## config.mk

```make
export PLATFORM = sky130hd
export DESIGN_NAME = cache_refill_ctrl
export DESIGN_NICKNAME = d
export VERILOG_FILES = /design/src/rtl/cache_refill_ctrl_pkg.sv /design/src/rtl/cache_refill_ctrl_line_buffer.sv /design/src/rtl/cache_refill_ctrl.sv
export SDC_FILE = /design/constraint.sdc
export NUM_CORES = 1
export LEC_CHECK = 0
export BUFFER_PORTS_ARGS = -buffer_cell sky130_fd_sc_hd__buf_2
export CAP_MARGIN = 40
export CORE_MARGIN = 2
export CORE_UTILIZATION = 49
export DETAILED_ROUTE_END_ITERATION = 8
export GPL_TIMING_DRIVEN = 0
export PLACE_DENSITY = 0.78
export SLEW_MARGIN = 20
export SYNTH_ARGS = -nofsm -noshare
export SYNTH_HDL_FRONTEND = slang
export SYNTH_SLANG_ARGS = --single-unit
```

## constraint.sdc

```tcl
create_clock -name clk -period 4.96 [get_ports clk]
set_input_delay 0.744 -clock clk [delete_from_list [all_inputs] [get_ports clk]]
set_output_delay 0.744 -clock clk [all_outputs]
set_load 0.005 [all_outputs]
```

## src/rtl/cache_refill_ctrl_pkg.sv

```systemverilog
// Shared constants for the refill sequencer: geometry, state encodings and
// the way-select decode used by the data-bank write port.
package cache_refill_ctrl_pkg;

  localparam int LINE_WORDS  = 8;
  localparam int WIDX_W      = $clog2(LINE_WORDS);
  localparam int INDEX_WIDTH = 7;
  localparam int TAG_WIDTH   = 32 - INDEX_WIDTH - 5;
  localparam int HIT_WIDTH   = 2;

  localparam logic [3:0] S_IDLE    = 4'd0;
  localparam logic [3:0] S_VIC_RD  = 4'd1;
  localparam logic [3:0] S_WB_REQ  = 4'd2;
  localparam logic [3:0] S_WB_DATA = 4'd3;
  localparam logic [3:0] S_WB_RESP = 4'd4;
  localparam logic [3:0] S_RD_REQ  = 4'd5;
  localparam logic [3:0] S_RD_DATA = 4'd6;
  localparam logic [3:0] S_REFRESH = 4'd7;
  localparam logic [3:0] S_DONE    = 4'd8;

  function automatic logic [HIT_WIDTH-1:0] way_onehot(input logic way);
    return way ? 2'b10 : 2'b01;
  endfunction

endpackage

```

## src/rtl/cache_refill_ctrl_line_buffer.sv

```systemverilog
// 8x32 holding buffer for the victim line: one write port, combinational read.
module line_buffer
  import cache_refill_ctrl_pkg::*;
(
  input  logic              clk,
  input  logic              we,
  input  logic [WIDX_W-1:0] widx,
  input  logic [31:0]       wdata,
  input  logic [WIDX_W-1:0] ridx,
  output logic [31:0]       rdata
);

  logic [LINE_WORDS-1:0][31:0] mem;

  // Capture one victim word per write strobe
  always_ff @(posedge clk) begin
    if (we) mem[widx] <= wdata;
  end

  assign rdata = mem[ridx];

endmodule

```

## src/rtl/cache_refill_ctrl.sv

```systemverilog
// Miss sequencer: optional victim write-back, 8-beat line refill into the
// data banks, tag install pulse; uncached accesses fetch a single word.
module cache_refill_ctrl
  import cache_refill_ctrl_pkg::*;
(
  input  logic        clk,
  input  logic        rst,
  input  logic        flush,
  input  logic        miss,
  input  logic        write_back,
  input  logic        cached,
  input  logic [31:0] axi_raddr,
  input  logic [31:0] axi_waddr,
  input  logic        lru,
  output logic        refresh,
  output logic        busy,
  output logic        rd_req,
  output logic [31:0] rd_addr,
  output logic [3:0]  rd_len,
  input  logic        rd_ack,
  input  logic        rd_valid,
  input  logic [31:0] rd_data,
  input  logic        rd_last,
  output logic        wr_req,
  output logic [31:0] wr_addr,
  input  logic        wr_ack,
  output logic        wr_valid,
  output logic [31:0] wr_data,
  output logic        wr_last,
  input  logic        wr_ready,
  input  logic        wr_done,
  output logic [2:0]  vic_idx,
  output logic        vic_way,
  input  logic [31:0] vic_rdata,
  output logic [1:0]  fill_we,
  output logic [2:0]  fill_idx,
  output logic [31:0] fill_data,
  output logic        uc_valid,
  output logic [31:0] uc_rdata
);

  logic [3:0]        state;
  logic [31:0]       raddr_q, waddr_q;
  logic              way_q, cached_q, kill;
  logic [3:0]        vcnt;   // 0..8: issue idx 0..7, last cycle only captures
  logic [WIDX_W-1:0] beat;   // beat index for both write-back and refill
  logic              lb_we;
  logic [WIDX_W-1:0] lb_widx;
  logic [31:0]       lb_rdata;
  logic              rd_beat;

  // vic_rdata lags vic_idx by one cycle, so the capture index trails by one
  assign lb_we   = (state == S_VIC_RD) && (vcnt != 4'd0);
  assign lb_widx = vcnt[2:0] - 3'd1;
  assign rd_beat = (state == S_RD_DATA) && rd_valid && cached_q;

  line_buffer u_lb (
    .clk   (clk),
    .we    (lb_we),
    .widx  (lb_widx),
    .wdata (vic_rdata),
    .ridx  (beat),
    .rdata (lb_rdata)
  );

  // Sequencer state, latched miss context, counters and the uncached result
  always_ff @(posedge clk) begin
    if (rst) begin
      state    <= S_IDLE;
      raddr_q  <= '0;
      waddr_q  <= '0;
      way_q    <= 1'b0;
      cached_q <= 1'b0;
      vcnt     <= '0;
      beat     <= '0;
      uc_valid <= 1'b0;
      uc_rdata <= '0;
    end else begin
      uc_valid <= 1'b0;
      case (state)
        S_IDLE: if (miss && !flush) begin
          raddr_q  <= axi_raddr;
          waddr_q  <= axi_waddr;
          way_q    <= lru;
          cached_q <= cached;
          vcnt     <= '0;
          beat     <= '0;
          state    <= write_back ? S_VIC_RD : S_RD_REQ;
        end
        S_VIC_RD: begin
          vcnt <= vcnt + 4'd1;
          if (vcnt == 4'd8) begin
            vcnt  <= '0;
            state <= S_WB_REQ;
          end
        end
        S_WB_REQ: if (wr_ack) begin
          beat  <= '0;
          state <= S_WB_DATA;
        end
        S_WB_DATA: if (wr_ready) begin
          if (beat == 3'd7) begin
            beat  <= '0;
            state <= S_WB_RESP;
          end else begin
            beat <= beat + 3'd1;
          end
        end
        S_WB_RESP: if (wr_done) state <= S_RD_REQ;
        S_RD_REQ: if (rd_ack) begin
          beat  <= '0;
          state <= S_RD_DATA;
        end
        S_RD_DATA: if (rd_valid) begin
          if (!cached_q) begin
            // a flush landing on the beat itself still kills the result
            uc_rdata <= rd_data;
            uc_valid <= !(kill || flush);
            state    <= S_DONE;
          end else if (rd_last) begin
            beat  <= '0;
            state <= S_REFRESH;
          end else if (beat != 3'd7) begin
            // hold at 7 on an overlong burst rather than wrap onto word 0
            beat <= beat + 3'd1;
          end
        end
        S_REFRESH: state <= S_DONE;
        S_DONE:    state <= S_IDLE;
        default:   state <= S_IDLE;
      endcase
    end
  end

  // Kill flag: any flush while busy suppresses only the uncached hand-back
  always_ff @(posedge clk) begin
    if (rst || state == S_IDLE) kill <= 1'b0;
    else if (flush)             kill <= 1'b1;
  end

  // Bus, bank and status outputs decoded from state; zero outside their phase
  always_comb begin
    busy      = (state != S_IDLE);
    refresh   = (state == S_REFRESH);
    rd_req    = (state == S_RD_REQ);
    rd_addr   = rd_req ? raddr_q : '0;
    rd_len    = (rd_req && cached_q) ? 4'd7 : 4'd0;
    wr_req    = (state == S_WB_REQ);
    wr_addr   = wr_req ? waddr_q : '0;
    wr_valid  = (state == S_WB_DATA);
    wr_data   = wr_valid ? lb_rdata : '0;
    wr_last   = wr_valid && (beat == 3'd7);
    vic_idx   = '0;
    vic_way   = 1'b0;
    if (state == S_VIC_RD) begin
      vic_way = way_q;
      if (vcnt < 4'd8) vic_idx = vcnt[2:0];
    end
    fill_we   = rd_beat ? way_onehot(way_q) : '0;
    fill_idx  = rd_beat ? beat : '0;
    fill_data = rd_beat ? rd_data : '0;
  end

endmodule

```

==> flow_metrics.env <==
export IMPL_cp_data_required_time_ns=4.22
export IMPL_crit_path_start_kind="flip-flop"
export IMPL_outcome="complete, no violations"
export IMPL_synth_flop_cell="edfxtp_1"
export IMPL_worst_ep_arrival_time_ns=2.93
export IMPL_dr_pass1_iters=5
export IMPL_power_share_clock=0.371
export IMPL_cts_max_path_buffers=3
export IMPL_grt_pass1_wl_um=55300
export IMPL_grt_usage=0.232
export IMPL_fin_setup_tns_ns=0
export IMPL_syn_to_final_growth_pct=24.2
export IMPL_syn_inst=1089
export IMPL_root_buffer="clkbuf_16"
export IMPL_clock_fmax_ghz=0.273
export IMPL_rsz0062_at_grt="false"
export IMPL_holdCritPathClass="in2reg"
export IMPL_htreeDepth=2
export IMPL_relSlewSlack=0.429
export IMPL_path_clk_slew_ns=0.06
export IMPL_yosysMostFrequentCell="edfxtp_1"
export IMPL_hp_start="flush"
export IMPL_instances_no_fill=1903
export IMPL_drive_above_1_share=0.337
export IMPL_syn_area_sq_um=14800
export IMPL_ys_top_cells_by_count="edfxtp_1 (256), nand2_1 (206), dfxtp_1 (111), a21oi_1 (104), and2_1 (104)"
export IMPL_synth_avg_cell_area_sq_um=13.6
export IMPL_fp_dieArea_sq_um=31600
export IMPL_grt_pass1_vias=10040
export IMPL_fin_crit_sh=0.740
export IMPL_min_to="uc_valid$_SDFF_PP0_"
export IMPL_antenna_found_initial=6
export IMPL_viasPerCell=5.27
export IMPL_hold_buffers=0
export IMPL_routed_wl_um=36900
export IMPL_cp_startpoint="beat[1]$_SDFFE_PP0P_"
export IMPL_r2r_slack_ns=1.78
export IMPL_grt_max_degree=21
export IMPL_cts_made_buffers=37
export IMPL_ys_ff_latch=367
export IMPL_route_detailed_drc=0
export IMPL_regToRegStartpoint="vcnt[0]$_SDFFE_PP0P_"
export IMPL_maxCapViolations=0
export IMPL_ant_nets=0
export IMPL_nets=1630
export IMPL_hold_viol=0
export IMPL_synth_edf_count=256
export IMPL_cts_resized=0
export IMPL_hold_depth=2
export IMPL_port_buffers=319
export IMPL_cts_setup_buffers=0
export IMPL_netlist_top_cells_area="edfxtp_1 (52%), dfxtp_1 (15%), mux4_2 (9.8%)"
export IMPL_p_seq_frac=0.504
export IMPL_leakage_nw=6.97
export IMPL_num_vias=10031
export IMPL_core_sq_um=29600
export IMPL_die_h_um=178
export IMPL_period_needed_ns=3.67
export IMPL_p_switching_w=0.00170
export IMPL_ys_warn_count=0
export IMPL_yosysTopAreaCellShare=0.520
export IMPL_switching_share=0.249
export IMPL_grt_overflow=0
export IMPL_synth_largest_area_cell="edfxtp_1"
export IMPL_syn_nets=1234
export IMPL_clock_skew_final_ns=0.0164
export IMPL_io_pin_count=321
export IMPL_synth_cell_type_count=46
export IMPL_crit_fanout=10
export IMPL_r2r_cells=10
export IMPL_clkSinkCount=367
export IMPL_die_w_um=178
export IMPL_post_place_cells=1835
export IMPL_rows=63
export IMPL_peakVddDrop_v=0.000318
export IMPL_drtIter0Drc=567
export IMPL_p_per_area_nw_per_um2=373
export IMPL_slew_violations=0
export IMPL_worstReg2RegEnd="u_lb.mem[227]$_DFFE_PP_"
export IMPL_start_util=0.499
export IMPL_ys_seq_area_frac=0.671
export IMPL_path_class="reg2out"
export IMPL_wire_per_inst_um=19.4
export IMPL_cts_tree="built"
export IMPL_p_int_w=0.00514
export IMPL_combPwrFrac=0.125
export IMPL_finalSetupViolations=0
export IMPL_worstMarginPinSlew_ns=0.856
export IMPL_dpl_hpwl_um=27400
export IMPL_critPathCaptureType="output port"
export IMPL_gp_congestion=0.853
export IMPL_async_flop_share=0
export IMPL_clk_latency_ns=0.53
cell usage in the layout (no fill, tap or decap), types with 2 or more instances in the layout:
cell type,synthesis,final
nor2_1,48,47
nor4_2,1,3
buf_4,7,19
buf_6,4,20
inv_1,7,7
nor2b_1,7,7
o211ai_1,2,2
edfxtp_1,256,256
nand3b_1,2,2
and2_1,104,104
diode_2,0,2
buf_1,4,4
xnor2_1,2,2
dfxtp_1,111,111
clkinv_2,0,5
nor3b_1,7,6
nor3_1,8,5
nand2_1,206,206
clkbuf_1,49,53
or2b_1,2,2
nand2b_1,7,7
nand3_1,3,3
clkbuf_16,0,38
mux2i_1,37,37
a21oi_1,104,104
clkinv_1,0,14
buf_2,14,342
ha_1,4,4
mux4_2,64,64
or3_1,3,3
o21ai_0,5,5
nor3_2,0,3
registers in the layout (all words and copies together) (netlist names):
signal    count
waddr_q      32
way_q         1
vcnt          4
uc_valid      1
state         4
raddr_q      32
u_lb.mem    256
kill          1
beat          3
uc_rdata     32
cached_q      1
metal layers:
layer  up-vias  wire length (um)  GRT usage
li1       4692                 -          -
met1      4855             13400      0.264
met2       390             19600      0.428
met3        86              2780     0.0538
met4         8              1030     0.0758
met5         -                55          0
worst max-delay path: stages (launching register included):
cell	delay [ns]
dfxtp_1	0.42
clkbuf_1	0.48
clkbuf_1	0.67
mux4_2	0.40
mux2i_1	0.20
nor2_1	0.07
buf_2	0.15
how the worst max path moves through the flow:
stage	to	slack, ns
finish	wr_data[19]	1.29
CTS	wr_data[19]	1.19
detailed placement	wr_data[19]	1.79
global route	wr_data[19]	1.13
floorplan	u_lb.mem[100]$_DFFE_PP_	0.08
global placement	u_lb.mem[105]$_DFFE_PP_	-3.11
metrics by stage:
stage	util	power (W)	hold WS (ns)	instance area [sq um]	setup WS, ns
final	0.619	0.00684	0.438	18400	1.29
after global routing	0.619	0.00712	0.422	18400	1.13
after CTS	0.619	0.00691	0.418	18300	1.19
after detailed placement	0.582	0.00437	0.432	17200	1.79
after global placement	0.569	0.00433	0.413	16900	-3.11
after floorplan	-	0.00404	0.399	14800	0.0773
kinds of logic after synthesis:
family,after synthesis,share of synthesized area
buffers and inverters,86,0.0268
muxes,104,0.125
AOI/OAI and AO/OA,118,0.0419
DFF,367,0.671
and+or+nand+nor,406,0.130
adders and majority gates,4,0.00339
other,1,0.000254
xor gates and xnor gates,3,0.00178
cell type report:
class	count	area, sq um
antenna	2	5.00
buffer	78	367
clock buffer	42	966
clock inverter	23	130
fill	2275	11300
inverter	8	30.0
multi-input combinational	636	4530
sequential	367	9910
tap	390	488
timing repair buffer	357	1930
power by group through the flow:
stage / Clock (W) / Combinational [W] / Sequential, W
floorplan: 0 / 0.000544 / 0.00350
global placement: 0 / 0.000820 / 0.00351
detailed placement: 0 / 0.000864 / 0.00351
CTS: 0.00260 / 0.000867 / 0.00344
global route: 0.00271 / 0.000953 / 0.00346
finish: 0.00254 / 0.000855 / 0.00344
Power figures use the tool's default switching activity.
